==> config.mk <==
export PLATFORM = sky130hd
export DESIGN_NAME = yuv2rgb_pipe_flat
export DESIGN_NICKNAME = d
export VERILOG_FILES = /design/src/rtl/camfilt_pkg.sv /design/src/rtl/yuv2rgb_pipe_if.sv /design/src/rtl/yuv2rgb_clamp.sv /design/src/rtl/yuv2rgb_pipe.sv /design/src/flat_wrapper.sv
export SDC_FILE = /design/constraint.sdc
export NUM_CORES = 1
export LEC_CHECK = 0
export ABC_CLOCK_PERIOD_IN_PS = 10200
export CORE_ASPECT_RATIO = 1.2
export CORE_MARGIN = 2
export CORE_UTILIZATION = 63
export DETAILED_ROUTE_END_ITERATION = 7
export PLACE_DENSITY_LB_ADDON = 0.25
export SLEW_MARGIN = 40
export SYNTH_ARGS = -nofsm -noshare
export SYNTH_HDL_FRONTEND = slang
export SYNTH_HIERARCHICAL = 1
export SYNTH_SLANG_ARGS = --single-unit
==> constraint.sdc <==
create_clock -name clk -period 10.2 [get_ports clk]
set_input_delay 1.02 -clock clk [delete_from_list [all_inputs] [get_ports clk]]
set_output_delay 1.02 -clock clk [all_outputs]
set_load 0.005 [all_outputs]
==> src/rtl/camfilt_pkg.sv <==
// Shared constants and helpers for the camera-filter colour path.
// Used by both the Y'UV->RGB decoder and its RGB->Y'UV counterpart.
//   PIX_W      packed pixel width (3 x 8-bit channels)
//   CH_W       channel width
//   CALC_W     signed width of every intermediate in the colour math
//   COEF_SHIFT fixed-point scale of the coefficients (/32)
//   C_*        coefficient constants (x/32): R<-V, G<-U, G<-V, B<-U
//   clamp8()   signed CALC_W-bit value -> 0..255
package camfilt_pkg;

  localparam int PIX_W      = 24;
  localparam int CH_W       = 8;
  localparam int CALC_W     = 18;
  localparam int COEF_SHIFT = 5;

  localparam int C_RV = 36;
  localparam int C_GU = 13;
  localparam int C_GV = 19;
  localparam int C_BU = 65;

  localparam logic signed [CALC_W-1:0] CH_MAX = CALC_W'(255);

  function automatic logic [CH_W-1:0] clamp8(input logic signed [CALC_W-1:0] x);
    if (x[CALC_W-1])
      return '0;
    else if (x > CH_MAX)
      return '1;
    else
      return x[CH_W-1:0];
  endfunction

endpackage

==> src/rtl/yuv2rgb_pipe_if.sv <==
// Streaming bus of the Y'UV->RGB converter: Y'UV pixel in, RGB pixel out,
// each with valid/ready handshake and sof/eol sideband.
//   in_valid/in_ready/in_yuv/in_sof/in_eol       upstream side, in_yuv = {Y,U,V}
//   out_valid/out_ready/out_rgb/out_sof/out_eol  downstream side, out_rgb = {R,G,B}
//   modport slave  : converter view
//   modport master : source/sink view (upstream producer + downstream consumer)
interface yuv2rgb_pipe_if;
  import camfilt_pkg::*;

  logic             in_valid;
  logic             in_ready;
  logic [PIX_W-1:0] in_yuv;
  logic             in_sof;
  logic             in_eol;
  logic             out_valid;
  logic             out_ready;
  logic [PIX_W-1:0] out_rgb;
  logic             out_sof;
  logic             out_eol;

  modport slave (
    input  in_valid, in_yuv, in_sof, in_eol, out_ready,
    output in_ready, out_valid, out_rgb, out_sof, out_eol
  );

  modport master (
    output in_valid, in_yuv, in_sof, in_eol, out_ready,
    input  in_ready, out_valid, out_rgb, out_sof, out_eol
  );

endinterface

==> src/rtl/yuv2rgb_clamp.sv <==
// Saturates one signed CALC_W-bit colour channel to 8 bits.
//   din   signed intermediate channel value
//   dout  value clamped to 0..255
//   sat   1 when din was outside 0..255 (clamped low or high)
module yuv2rgb_clamp
  import camfilt_pkg::*;
(
  input  logic signed [CALC_W-1:0] din,
  output logic        [CH_W-1:0]   dout,
  output logic                     sat
);

  assign dout = clamp8(din);
  assign sat  = din[CALC_W-1] || (din > CH_MAX);

endmodule

==> src/rtl/yuv2rgb_pipe.sv <==
// Pipelined Y'UV->RGB888 converter with /32 shift-add coefficients.
//   R = Y + (36v >>> 5)
//   G = Y - ((13u + 19v) >>> 5)
//   B = Y + (65u >>> 5)
// with u = U - UV_OFFSET, v = V - UV_OFFSET, each channel clamped to 0..255.
// Three stages share one advance enable, so a stalled output freezes the
// whole pipe and deasserts in_ready in the same cycle.
// Ports:
//   clk        clock, all state on posedge
//   rst        asynchronous active-high reset
//   bus        yuv2rgb_pipe_if.slave streaming bus (see interface file)
//   sat_count  16-bit saturating count of output pixels with any clamped
//              channel; present only when YUV2RGB_SATCNT_EN is defined
// Parameter:
//   UV_OFFSET  subtracted from U and V (0 = unsigned, 128 = offset-binary)
// Build option: YUV2RGB_SATCNT_EN adds the sat_count port and counter.
module yuv2rgb_pipe
  import camfilt_pkg::*;
#(
  parameter int UV_OFFSET = 0
) (
  input  logic                 clk,
  input  logic                 rst,
  yuv2rgb_pipe_if.slave        bus
`ifdef YUV2RGB_SATCNT_EN
  ,
  output logic [15:0]          sat_count
`endif
);

  localparam logic signed [CALC_W-1:0] UV_OFF = CALC_W'(UV_OFFSET);

  logic adv;

  // Stage 0 (combinational): offset removal and coefficient products
  logic signed [CALC_W-1:0] u_p0, v_p0;
  logic signed [CALC_W-1:0] m36v_p0, m13u_p0, m19v_p0, m65u_p0;

  // Stage 1 registers
  logic                     vld_p1, sof_p1, eol_p1;
  logic        [CH_W-1:0]   y_p1;
  logic signed [CALC_W-1:0] m36v_p1, m13u_p1, m19v_p1, m65u_p1;
  logic signed [CALC_W-1:0] y_ext_p1, r_sum_p1, g_sum_p1, b_sum_p1;

  // Stage 2 registers
  logic                     vld_p2, sof_p2, eol_p2;
  logic signed [CALC_W-1:0] r_p2, g_p2, b_p2;
  logic        [CH_W-1:0]   r8_p2, g8_p2, b8_p2;
  logic                     r_sat_p2, g_sat_p2, b_sat_p2;

  // Stage 3 registers (output)
  logic                     vld_p3, sof_p3, eol_p3;
  logic        [PIX_W-1:0]  rgb_p3;
  logic                     sat_p3;

  assign adv          = ~vld_p3 | bus.out_ready;
  assign bus.in_ready = adv;

  // ---- stage 0 -> 1 ----
  assign u_p0 = $signed({10'd0, bus.in_yuv[15:8]}) - UV_OFF;
  assign v_p0 = $signed({10'd0, bus.in_yuv[7:0]})  - UV_OFF;

  assign m36v_p0 = (v_p0 <<< 5) + (v_p0 <<< 2);
  assign m13u_p0 = (u_p0 <<< 3) + (u_p0 <<< 2) + u_p0;
  assign m19v_p0 = (v_p0 <<< 4) + (v_p0 <<< 1) + v_p0;
  assign m65u_p0 = (u_p0 <<< 6) + u_p0;

  // ---- stage 1 -> 2 ----
  assign y_ext_p1 = $signed({10'd0, y_p1});
  assign r_sum_p1 = y_ext_p1 + (m36v_p1 >>> COEF_SHIFT);
  assign g_sum_p1 = y_ext_p1 - ((m13u_p1 + m19v_p1) >>> COEF_SHIFT);
  assign b_sum_p1 = y_ext_p1 + (m65u_p1 >>> COEF_SHIFT);

  // ---- stage 2 -> 3 ----
  yuv2rgb_clamp u_clamp_r (.din(r_p2), .dout(r8_p2), .sat(r_sat_p2));
  yuv2rgb_clamp u_clamp_g (.din(g_p2), .dout(g8_p2), .sat(g_sat_p2));
  yuv2rgb_clamp u_clamp_b (.din(b_p2), .dout(b8_p2), .sat(b_sat_p2));

  // Control: stage valids and the visible output registers.
  always_ff @(posedge clk or posedge rst) begin
    if (rst) begin
      vld_p1 <= 1'b0;
      vld_p2 <= 1'b0;
      vld_p3 <= 1'b0;
      rgb_p3 <= '0;
      sof_p3 <= 1'b0;
      eol_p3 <= 1'b0;
    end else if (adv) begin
      vld_p1 <= bus.in_valid;
      vld_p2 <= vld_p1;
      vld_p3 <= vld_p2;
      rgb_p3 <= {r8_p2, g8_p2, b8_p2};
      sof_p3 <= sof_p2;
      eol_p3 <= eol_p2;
    end
  end

  // Datapath: no reset; contents only matter while the matching valid is set.
  always_ff @(posedge clk) begin
    if (adv) begin
      y_p1    <= bus.in_yuv[23:16];
      sof_p1  <= bus.in_sof;
      eol_p1  <= bus.in_eol;
      m36v_p1 <= m36v_p0;
      m13u_p1 <= m13u_p0;
      m19v_p1 <= m19v_p0;
      m65u_p1 <= m65u_p0;

      r_p2    <= r_sum_p1;
      g_p2    <= g_sum_p1;
      b_p2    <= b_sum_p1;
      sof_p2  <= sof_p1;
      eol_p2  <= eol_p1;

      sat_p3  <= r_sat_p2 | g_sat_p2 | b_sat_p2;
    end
  end

  assign bus.out_valid = vld_p3;
  assign bus.out_rgb   = rgb_p3;
  assign bus.out_sof   = sof_p3;
  assign bus.out_eol   = eol_p3;

`ifdef YUV2RGB_SATCNT_EN
  logic [15:0] sat_cnt;

  // Counts only on the handshake, so a stalled pixel is counted once.
  always_ff @(posedge clk or posedge rst) begin
    if (rst)
      sat_cnt <= '0;
    else if (vld_p3 && bus.out_ready && sat_p3 && (sat_cnt != 16'hFFFF))
      sat_cnt <= sat_cnt + 16'd1;
  end

  assign sat_count = sat_cnt;
`else
  logic unused_sat;
  assign unused_sat = sat_p3;
`endif

endmodule

==> src/flat_wrapper.sv <==
// flat-port wrapper written by rule: the top's interface ports become plain ports
module yuv2rgb_pipe_flat import camfilt_pkg::*;
#(
  parameter int UV_OFFSET = 0
)
  (clk, rst, bus_in_valid, bus_in_yuv, bus_in_sof, bus_in_eol, bus_out_ready, bus_in_ready, bus_out_valid, bus_out_rgb, bus_out_sof, bus_out_eol);
  yuv2rgb_pipe_if bus_i ();
  input  logic clk;
  input  logic rst;
  input wire logic [$bits(bus_i.in_valid)-1:0] bus_in_valid;
  input wire logic [$bits(bus_i.in_yuv)-1:0] bus_in_yuv;
  input wire logic [$bits(bus_i.in_sof)-1:0] bus_in_sof;
  input wire logic [$bits(bus_i.in_eol)-1:0] bus_in_eol;
  input wire logic [$bits(bus_i.out_ready)-1:0] bus_out_ready;
  output wire logic [$bits(bus_i.in_ready)-1:0] bus_in_ready;
  output wire logic [$bits(bus_i.out_valid)-1:0] bus_out_valid;
  output wire logic [$bits(bus_i.out_rgb)-1:0] bus_out_rgb;
  output wire logic [$bits(bus_i.out_sof)-1:0] bus_out_sof;
  output wire logic [$bits(bus_i.out_eol)-1:0] bus_out_eol;
  assign bus_i.in_valid = bus_in_valid;
  assign bus_i.in_yuv = bus_in_yuv;
  assign bus_i.in_sof = bus_in_sof;
  assign bus_i.in_eol = bus_in_eol;
  assign bus_i.out_ready = bus_out_ready;
  assign bus_in_ready = bus_i.in_ready;
  assign bus_out_valid = bus_i.out_valid;
  assign bus_out_rgb = bus_i.out_rgb;
  assign bus_out_sof = bus_i.out_sof;
  assign bus_out_eol = bus_i.out_eol;
  yuv2rgb_pipe #(.UV_OFFSET(UV_OFFSET)) u_core (.clk(clk), .rst(rst), .bus(bus_i));
endmodule
# [Word level (Yosys, flattened, before mapping)]
# Index checks and enable logic that the tools add are counted.
[totals] output_inout_bits=28 reg_bits=160 word_cells=39
[op_classes] bitwise=2 add_sub_neg=10 magnitude_cmp=3 mux=6
[op_table] cell="greater-than comparator 18 x 9 -> 1 bit (second input constant)" count=3
[op_table] cell="two-way mux 8 bit" count=6
[op_table] cell="adder 18 x 9 -> 18 bit" count=2
[op_table] cell="adder 18 bit" count=1
[op_table] cell="adder 14 x 8 -> 15 bit" count=1
[op_table] cell="adder 13 x 10 -> 14 bit" count=1
[op_table] cell="subtractor 9 x 13 -> 14 bit" count=1
[op_table] cell="adder 12 x 9 -> 13 bit" count=1
[op_table] cell="adder 11 x 10 -> 12 bit" count=1
[op_table] cell="adder 8 x 10 -> 11 bit" count=1
[op_table] cell="adder 8 x 9 -> 10 bit" count=1
[op_table] cell="NOT 1 bit" count=1
[op_table] cell="bitwise OR 1 bit" count=1

# [Logic depth before layout (Yosys ltp)]
[logic_depth] depth_word=3 ltp_mapped=12 mapped_depth_nobuf=12

# [Cells and area by module]
# The synthesis kept the hierarchy.
[modules_own_cells] module="yuv2rgb_pipe" area_per_inst_um2=6656.4 instances=1 cells_each=513 seq_area_each_um2=3458.3
[modules_own_cells] module="yuv2rgb_clamp" area_per_inst_um2=158.9 instances=3 cells_each=21 seq_area_each_um2=0.0

# [Least setup slack after synthesis]
# No wires, ideal clock.
[synth_timing] path_type="input -> output" from="input bus_out_ready" to="output bus_in_ready" t_required_ns=9.180 t_arrival_ns=3.911 setup_slack_ns=5.269 path_stages=2 path_buffers=1 path_cell_list="nand2b_1 > clkbuf_1"
[synth_between] elab_chain_cells=1
[synth_rtl] item="from (decl)" line="flat_wrapper.sv:14" text="input wire logic [$bits(bus_i.out_ready)-1:0] bus_out_ready;"
[synth_rtl] item="bitwise OR 1 bit" line="yuv2rgb_pipe.sv:56" text="assign adv = ~vld_p3 | bus.out_ready;"
[synth_rtl] item="to (decl)" line="flat_wrapper.sv:15" text="output wire logic [$bits(bus_i.in_ready)-1:0] bus_in_ready;"
# Every way passes these cells.

# [Final worst setup path]
# Ends and elaborated chain as after synthesis.

==> metrics <==
clock power share 24.6%; max cap viols 0; # diodes 0; Worst setup EP type primary output; internal power 1.50 mW; Clock Pin Slew Worst Setup and Hold Paths 0.06 ns; vias per inst 5.99; Cells after Synth 573; Vias 4,807; Num Clock Sinks 120; Final Setup Violations 0; share of cells above drive strength 1 11.8%; most frequent CP cell clkdlybuf4s50_1; CTS Hold Bufs 0; most frequent cells in the layout edfxtp_1, ha_1, clkdlybuf4s50_1, inv_1, xnor2_1; CP Launch Point bus_out_ready; NetSw 0.782 mW; Hold Path Origin u_core/eol_p1$_DFFE_PP_; Final Critical Period 3.58 ns; cts repair resizes 0; RR Startpoint u_core/m13u_p1[2]$_DFFE_PP_; register share of total power 36.1%; Slew Limit Fails 0; Highest Clock Rate 0.280 GHz; P per Cell Area 270 mW/mm^2; Root Driver clkbuf_16; Post-Route WL 14.4 mm; post-CTS setup buffer count 0; # DRC 0; setup tns final 0 ns; DR WL/cell 17.9 microns; warnings from Yosys 6; core area 0.0110 sq mm; Worst Path Max Fanout 36; Die H 120 microns; largest net degree at the start of global routing 87; antenna-violating nets left 0; worst slew pin tran 0.740 ns; Fill cells 690; Core Rows 42; clk_lat worst skew 0.41 ns; # IOs 58; cts bufs inserted 17; CP max-delay cell clkdlybuf4s50_1; Critical Path Start Type input pin; Mapped Area 0.00711 sq mm; status completed; clk_skew 0.00481 ns; DP HPWL 10.4 mm; port bufs 57; Placed Cells incl. Taps 770; gp weighted congestion 0.833; First-pass DRT Iterations 5; initial antenna violation count 0; critical-path cell list clkdlybuf4s50_1 -> nand2b_4 -> clkdlybuf4s50_1; drt initial violations 184; most common cell after layout, fill and taps aside edfxtp_1; critical path type in -> out; worst path required time 9.18 ns; crit-path max cell delay 0.63 ns; worst vdd ir 0.000177 V; GRT overflow 0; min-delay worst type reg -> reg; final hold violations 0; clk buf depth 2; first-pass GRT wire length 23.6 mm; Critical Path AT 2.56 ns; die width 101 microns; H-tree depth 4; CTS tree built; RSZ-0062 raised after global routing false; initial core utilization 64.4%; die area 0.0121 sq mm; combinational power share 39.3%; Pleak 3.47 nW; All-Layer GR Usage 25.4%; Non-Filler Instances 802; final period utilization 35.1%; slew margin rel. 50.6%; Area Overhead vs Synth 19.0%; vias in the first global route 4,991; Net Sw Frac 34.2%; nets 772; Mean Syn Cell Area 12.4 sq um
through the flow:
step                      area [sq um]  utilization [%]  hold slack (ns)  setup slack (ns)  power (mW)
after detailed placement          7890             71.5            0.408              6.32        1.70
after global placement            7880             71.4            0.405              6.40        1.64
after global routing              8460             76.6            0.435              6.49        2.42
after CTS                         8460             76.6            0.421              6.59        2.28
final                             8460             76.6            0.419              6.62        2.28
after floorplan                   7160                -            0.400              5.27        1.44
worst max-delay path, delay by kind of cell:
family,cells,cell delay [ns]
buffers and inverters,2,1.09
AND/OR/NAND/NOR,1,0.43
power groups by stage:
stage / Sequential [mW] / Combinational, mW / Clock [mW]
4_1_cts: 0.827 / 0.886 / 0.568
5_1_grt: 0.840 / 0.992 / 0.592
2_1_floorplan: 0.814 / 0.629 / 0
3_3_place_gp: 0.827 / 0.810 / 0
3_5_place_dp: 0.835 / 0.866 / 0
6_report: 0.825 / 0.896 / 0.561
final cells by class:
| class | count | area (sq um) | area share [%] |
|---|---|---|---|
| sequential | 120 | 3460 | 40.9 |
| multi-input combinational | 399 | 3450 | 40.8 |
| timing repair buffer | 58 | 582 | 6.88 |
| clock buffer | 17 | 425 | 5.03 |
| inverter | 61 | 229 | 2.71 |
| tap | 132 | 165 | 1.95 |
| clock inverter | 15 | 145 | 1.72 |
flip-flops by register name, indices dropped and copies added (netlist names), 8 cells and up:
| name | flops |
|---|---|
| u_core/b_p2 | 11 |
| u_core/m13u_p1 | 10 |
| u_core/m19v_p1 | 13 |
| u_core/y_p1 | 8 |
| u_core/m65u_p1 | 12 |
| u_core/g_p2 | 14 |
| u_core/r_p2 | 10 |
| u_core/bus.out_rgb | 24 |
| u_core/m36v_p1 | 9 |
layer usage:
metal	track usage [%]	wire [microns]	up-vias
met2	46.7	7730	178
li1	-	-	2277
met5	0	0	-
met3	5.03	604	57
met4	13.3	677	0
met1	26.9	5360	2295
path summary, 6_finish.rpt:
check	slack, ns	end	cells past startpoint
setup / recovery	6.62	bus_in_ready	3
setup reg to reg	6.66	u_core/g_p2[7]$_DFFE_PP_	12
max in group asynchronous	8.82	u_core/bus.out_rgb[15]$_DFFE_PP0P_	2
min in group asynchronous	0.99	u_core/bus.out_rgb[19]$_DFFE_PP0P_	2
hold / removal	0.42	u_core/eol_p2$_DFFE_PP_	0
hold reg to reg	0.42	u_core/eol_p2$_DFFE_PP_	0
Power figures use the tool's default switching activity.
